**src/rtl/fetch_pkg.sv**
```systemverilog
// Shared types and helpers for the instruction fetch unit with return-address stack.
package fetch_pkg;

  localparam int ADDR_W_DEFAULT = 16;
  localparam int TGT_W_DEFAULT  = 8;

  // Source of the next program counter value.
  typedef enum logic [1:0] {
    SEL_INC = 2'd0,
    SEL_TGT = 2'd1,
    SEL_RET = 2'd2
  } next_pc_sel_t;

  // Sign-extend the low 'w' bits of 'v' to 32 bits (1 <= w <= 31).
  function automatic logic [31:0] sext_tgt(input logic [31:0] v, input int unsigned w);
    logic [31:0] hi_mask;
    hi_mask = 32'hFFFF_FFFF << w;
    if (v[w-1]) begin
      sext_tgt = v | hi_mask;
    end else begin
      sext_tgt = v & ~hi_mask;
    end
  endfunction

endpackage

```
**src/rtl/return_addr_stack.sv**
```systemverilog
// Circular-buffer return-address stack. A push while full overwrites the
// oldest entry; a pop while empty is ignored. Both cases set sticky flags.
module return_addr_stack
  import fetch_pkg::*;
#(
  parameter int ADDR_W    = ADDR_W_DEFAULT,
  parameter int RAS_DEPTH = 4
) (
  input  logic                         clk,
  input  logic                         rst,
  input  logic                         push,
  input  logic                         pop,
  input  logic [ADDR_W-1:0]            push_data,
  output logic [ADDR_W-1:0]            top,
  output logic [$clog2(RAS_DEPTH):0]   count,
  output logic                         full,
  output logic                         empty,
  output logic                         ovf,
  output logic                         unf
);

  localparam int PTR_W = $clog2(RAS_DEPTH);
  localparam int CNT_W = PTR_W + 1;

  logic [ADDR_W-1:0] r_mem [RAS_DEPTH];
  logic [PTR_W-1:0]  r_ptr;   // next write slot; top lives at r_ptr-1
  logic [CNT_W-1:0]  r_count;
  logic              r_ovf;
  logic              r_unf;
  logic [PTR_W-1:0]  w_top_idx;

  assign w_top_idx = r_ptr - PTR_W'(1);
  assign top       = r_mem[w_top_idx];
  assign count     = r_count;
  assign full      = (r_count == CNT_W'(RAS_DEPTH));
  assign empty     = (r_count == CNT_W'(0));
  assign ovf       = r_ovf;
  assign unf       = r_unf;

  // Entry storage: contents need no reset, only the pointer/count define validity.
  always_ff @(posedge clk) begin
    if (push && !rst) begin
      r_mem[r_ptr] <= push_data;
    end
  end

  // Pointer, occupancy and sticky flag bookkeeping; push and pop are never both set.
  always_ff @(posedge clk) begin
    if (rst) begin
      r_ptr   <= '0;
      r_count <= '0;
      r_ovf   <= 1'b0;
      r_unf   <= 1'b0;
    end else if (push) begin
      r_ptr <= r_ptr + PTR_W'(1);
      if (full) begin
        r_ovf <= 1'b1;
      end else begin
        r_count <= r_count + CNT_W'(1);
      end
    end else if (pop) begin
      if (empty) begin
        r_unf <= 1'b1;
      end else begin
        r_ptr   <= w_top_idx;
        r_count <= r_count - CNT_W'(1);
      end
    end
  end

endmodule

```
**src/rtl/instr_fetch_ras.sv**
```systemverilog
// Instruction fetch unit: PC register, absolute/relative target generation and
// prioritised next-PC select (ret > call > jmp > taken branch > increment).
module instr_fetch_ras
  import fetch_pkg::*;
#(
  parameter int                ADDR_W     = ADDR_W_DEFAULT,
  parameter int                TGT_W      = TGT_W_DEFAULT,
  parameter int                RAS_DEPTH  = 4,
  parameter logic [ADDR_W-1:0] RESET_ADDR = {ADDR_W{1'b0}}
) (
  input  logic                        CLK,
  input  logic                        reset_ctrl,
  input  logic                        stall_in,
  input  logic [TGT_W-1:0]            dst_in,
  input  logic                        rel_ctrl,
  input  logic                        br_ctrl,
  input  logic                        accdata_in,
  input  logic                        jmp_ctrl,
  input  logic                        call_ctrl,
  input  logic                        ret_ctrl,
  output logic [ADDR_W-1:0]           instr_addr,
  output logic [$clog2(RAS_DEPTH):0]  ras_count,
  output logic                        ras_ovf,
  output logic                        ras_unf
);

  logic [ADDR_W-1:0] r_pc;
  logic [ADDR_W-1:0] w_pc_inc;
  logic [ADDR_W-1:0] w_abs_tgt;
  logic [ADDR_W-1:0] w_rel_tgt;
  logic [ADDR_W-1:0] w_tgt;
  logic [ADDR_W-1:0] w_ras_top;
  logic              w_ras_empty;
  logic              w_push;
  logic              w_pop;
  next_pc_sel_t      w_sel;

  assign w_pc_inc  = r_pc + ADDR_W'(1);
  // Absolute targets take the page of pc_inc so a page crossing on increment is kept.
  assign w_abs_tgt = {w_pc_inc[ADDR_W-1:TGT_W], dst_in};
  assign w_rel_tgt = r_pc + ADDR_W'(sext_tgt(32'(dst_in), TGT_W));
  assign w_tgt     = rel_ctrl ? w_rel_tgt : w_abs_tgt;

  // Next-PC source and stack operation; stall suppresses every stack action.
  always_comb begin
    w_sel  = SEL_INC;
    w_push = 1'b0;
    w_pop  = 1'b0;
    if (ret_ctrl) begin
      w_pop = !stall_in;
      if (w_ras_empty) begin
        w_sel = SEL_INC;
      end else begin
        w_sel = SEL_RET;
      end
    end else if (call_ctrl) begin
      w_sel  = SEL_TGT;
      w_push = !stall_in;
    end else if (jmp_ctrl) begin
      w_sel = SEL_TGT;
    end else if (br_ctrl && accdata_in) begin
      w_sel = SEL_TGT;
    end else begin
      w_sel = SEL_INC;
    end
  end

  // PC register: reset wins over stall, stall holds, otherwise load selected source.
  always_ff @(posedge CLK) begin
    if (reset_ctrl) begin
      r_pc <= RESET_ADDR;
    end else if (!stall_in) begin
      case (w_sel)
        SEL_INC: r_pc <= w_pc_inc;
        SEL_TGT: r_pc <= w_tgt;
        SEL_RET: r_pc <= w_ras_top;
        default: r_pc <= w_pc_inc;
      endcase
    end
  end

  assign instr_addr = r_pc;

  return_addr_stack #(
    .ADDR_W    (ADDR_W),
    .RAS_DEPTH (RAS_DEPTH)
  ) u_ras (
    .clk       (CLK),
    .rst       (reset_ctrl),
    .push      (w_push),
    .pop       (w_pop),
    .push_data (w_pc_inc),
    .top       (w_ras_top),
    .count     (ras_count),
    .full      (),
    .empty     (w_ras_empty),
    .ovf       (ras_ovf),
    .unf       (ras_unf)
  );

endmodule

```
**config.mk**
```make
export PLATFORM = sky130hd
export DESIGN_NAME = instr_fetch_ras
export DESIGN_NICKNAME = d
export VERILOG_FILES = /design/src/rtl/fetch_pkg.sv /design/src/rtl/return_addr_stack.sv /design/src/rtl/instr_fetch_ras.sv
export SDC_FILE = /design/constraint.sdc
export NUM_CORES = 1
export LEC_CHECK = 0
export ABC_AREA = 1
export CORE_ASPECT_RATIO = 1.2
export CORE_UTILIZATION = 50
export CTS_CLUSTER_SIZE = 25
export DETAILED_ROUTE_END_ITERATION = 10
export GPL_TIMING_DRIVEN = 0
export PLACE_DENSITY = 0.81
export SLEW_MARGIN = 40
export SYNTH_ARGS = -nofsm -noshare
export SYNTH_HDL_FRONTEND = slang
export SYNTH_SLANG_ARGS = --single-unit
```
**constraint.sdc**
```tcl
create_clock -name CLK -period 3.15 [get_ports CLK]
set_clock_uncertainty 0.15 [all_clocks]
set_input_delay 0.4725 -clock CLK [delete_from_list [all_inputs] [get_ports CLK]]
set_output_delay 0.4725 -clock CLK [all_outputs]
set_load 0.01 [all_outputs]
```
==> metrics.yaml, run 1 <==
status:
  outcome: "finished, final reports clean"
setup_path:
  cp.arrival_ps: 2950
  path_common_cell: "buf_2"
  slowest_stage: "clkbuf_1"
  path_cells: "buf_2 > clkinv_1 > buf_2 > ha_1 > buf_2 > clkbuf_1 > o21ai_0 > o22ai_1 > a21oi_1 > a31oi_1"
  start_kind: "flop"
  startpoint: "u_ras.r_ptr[0]"
  critPathMaxFanout: 11
  reg2reg_depth: 10
  crit_path_end_kind: "flop"
  r2r-end: "instr_addr[0]"
  r2r_setup_slack_ps: 310
  critPathKind: "flop to flop"
  r2r_start: "u_ras.r_ptr[0]"
  required_ps: 3260
  slowest_delay_ps: 450
detailed_routing:
  routedWlPerCell_um: 15.82
  dr.pass1.iters: 5
  detail-route-antenna-nets: 0
  drtIter0Drc: 295
  remaining_drc_errors: 0
  vias: 4637
  viasPerCell: 5.514
  routed_wl_um: 13300
clocking:
  cts_hold_buf: 0
  clockBufferDepth: 2
  cts_setup_buffers: 0
  htreeDepth: 3
  tritoncts.num_buffers: 9
  insertion_delay_ps: 340
  cts.repair.resized: 0
  root_buffer: "clkbuf_16"
  tritoncts: "yes"
  path_clk_slew_ps: 60
  cts_sinks: 87
yosys:
  synth_top_area_share: 0.3688
  syn-cell-area_sq_mm: 0.005211
  avgSynthCellArea_sq_um: 7.872
  synth_cell_types: 37
  synthesis.nets: 701
  yosysSeqAreaShare: 0.4571
  yosys_warnings: 0
  yosysTopAreaCell: "edfxtp_1"
  synthCells: 662
  ys_ff_latch: 87
  ys_top_cells_by_area: "edfxtp_1, nand2_1, dfxtp_1, inv_1, nand3_1"
sta:
  setup_viol: 0
  max_slew_margin: 0.4468
  hold_viol_final: 0
  timing.final.ws_setup_ps: 312.9
  slew_viol_final: 0
  tightest_slew_ps: 825.9
  whs_ps: 319.1
  finalCritPeriodShare: 0.9007
  rsz0062_at_grt: "false"
  min_period_ps: 2837
  clock.fmax_mhz: 352.5
placement:
  dpl.hpwl_um: 10000
  place_inst: 825
  io_buffers: 37
  gp_congestion: 0.9256
  pre_cts_ws_ps: 279.4
floorplan:
  num_rows: 40
  core_sq_mm: 0.01006
  initial_core_util: 0.5180
  dieArea_sq_mm: 0.01084
  fp.dieW_um: 95.20
  die_h_um: 113.8
  ios: 38
global_routing:
  grt.overflow.total: 0
  grtUsageTotal: 0.2570
  use_met2: 0.4652
  antenna_found_initial: 0
  grt_busiest_layer: "met2"
  grt_pass1_vias: 4476
  met3_usage: 0.04133
  grt_pass1_wl_um: 21140
  use_met1: 0.2996
  grt_max_degree: 17
cells_and_area:
  finalNetCount: 749
  fin_cells: 841
  antenna_cells: 0
  drive_gt1_frac: 0.07972
  fin_util: 0.6001
  area_delta_synth_final_pct: 15.85
worst_hold_path:
  holdCritPathClass: "flop to flop"
  min_from: "u_ras.unf"
  holdPathEnd: "u_ras.unf"
  hold_depth: 2
pwr:
  p_total_mw: 2.991
  peakVddDrop_mv: 0.2750
  powerDensity_mw_per_mm2: 495.5
  p_leak_nw: 2.631
flow_run:
  max_cap_viol_count: 0
## how the worst max path moves through the flow
stage                                    end  slack (ps)  cells past startpoint
after global routing           instr_addr[3]         150                     11
final                          instr_addr[0]         310                     10
after global placement    u_ras.r_mem[2][13]        -280                      5
after floorplan               instr_addr[10]         950                     12
after CTS                      instr_addr[3]         330                     11
after detailed placement   u_ras.r_mem[2][9]         280                      5
## metal layers
layer / routed length [um] / vias to the layer above / share of wire
met5: 0 / - / 0
met4: 313 / 0 / 0.024
met3: 903 / 27 / 0.068
met2: 6934 / 207 / 0.52
met1: 5150 / 2121 / 0.39
li1: - / 2282 / -
## worst max-delay path, delay by kind of cell (launching register included)
family / cells / cell delay [ps]
DFF: 1 / 350
buffers and inverters: 5 / 1270
AOI/OAI and AO/OA: 4 / 720
adders and majority gates: 1 / 290
## sequential cells by signal (all words and copies together) (netlist names)
signal and cells:
u_ras.count 3, u_ras.r_ptr 2, u_ras.ovf 1, u_ras.unf 1, u_ras.r_mem 64, instr_addr 16
## cell type report
type / count / area (sq um)
buffer: 21 / 113.9
clock inverter: 3 / 17.52
tap: 126 / 157.7
timing repair buffer: 37 / 370.4
sequential: 87 / 2382
inverter: 98 / 367.9
clock buffer: 13 / 250.2
multi-input combinational: 456 / 2377
fill: 857 / 4023
## power by group
part / leakage, nW / total [mW] / switching (mW) / internal, mW
Sequential: 0.775 / 1.33 / 0.0518 / 1.28
Clock: 0.134 / 0.960 / 0.404 / 0.556
Combinational: 1.72 / 0.701 / 0.446 / 0.255
## Yosys cell counts
cell	count
buf_2	10
edfxtp_1	64
o21bai_1	1
nor4_1	1
nor2_1	46
nor3_4	1
inv_1	95
nand2_4	1
nand3_2	3
o21ai_0	38
and2_4	1
nand2_2	6
and2_1	1
nand2_1	180
or2_2	3
fa_1	2
nand3b_1	1
buf_1	1
nand4_1	6
dfxtp_1	23
nor2_4	2
buf_6	3
inv_2	1
xnor2_1	3
o211ai_1	4
nand3_1	63
clkinv_1	2
xor2_1	7
a31oi_1	12
a21oi_1	31
nor3_1	5
clkbuf_1	7
a21oi_2	5
o21ai_1	4
o22ai_1	5
nor2_2	4
ha_1	20
## logic make-up (layout without fill, tap and decap cells)
family,count (synthesis),count (layout),share of synthesized area
flops,87,87,0.4571
xor+xnor,10,10,0.01681
fa+ha+maj,22,22,0.05570
compound gates,100,100,0.1061
simple gates,324,324,0.2718
buf+inv,119,172,0.09244
## metrics by stage
step	TNS (ps)	cell area, sq um
after floorplan	0	5211
after global placement	-16410	5739
after detailed placement	0	5769
after CTS	0	6037
after global routing	0	6037
final	0	6037
## cell usage in the layout, fill, tap and decap left out, types with 4 or more instances in the layout
master and instances:
buf_2 10, xor2_1 7, clkbuf_1 10, edfxtp_1 64
o21ai_0 38, o22ai_1 5, nand3_1 63, a21oi_2 5
ha_1 20, nand2_1 180, nor3_1 5, inv_1 95
a21oi_1 31, o211ai_1 4, clkbuf_16 9, a31oi_1 12
nor2_4 6, dfxtp_1 23, nand4_1 6, nor2_2 4
nand2_2 6, o21ai_1 4, nor2_1 42, clkdlybuf4s50_1 37
Power figures use the tool's default switching activity.
==> inputs of run 2 (changes only) <==
- ABC_CLOCK_PERIOD_IN_PS: default -> 3150
==> results of run 2 <==
Final layout, timing and power as in run 1 (identical DEF).
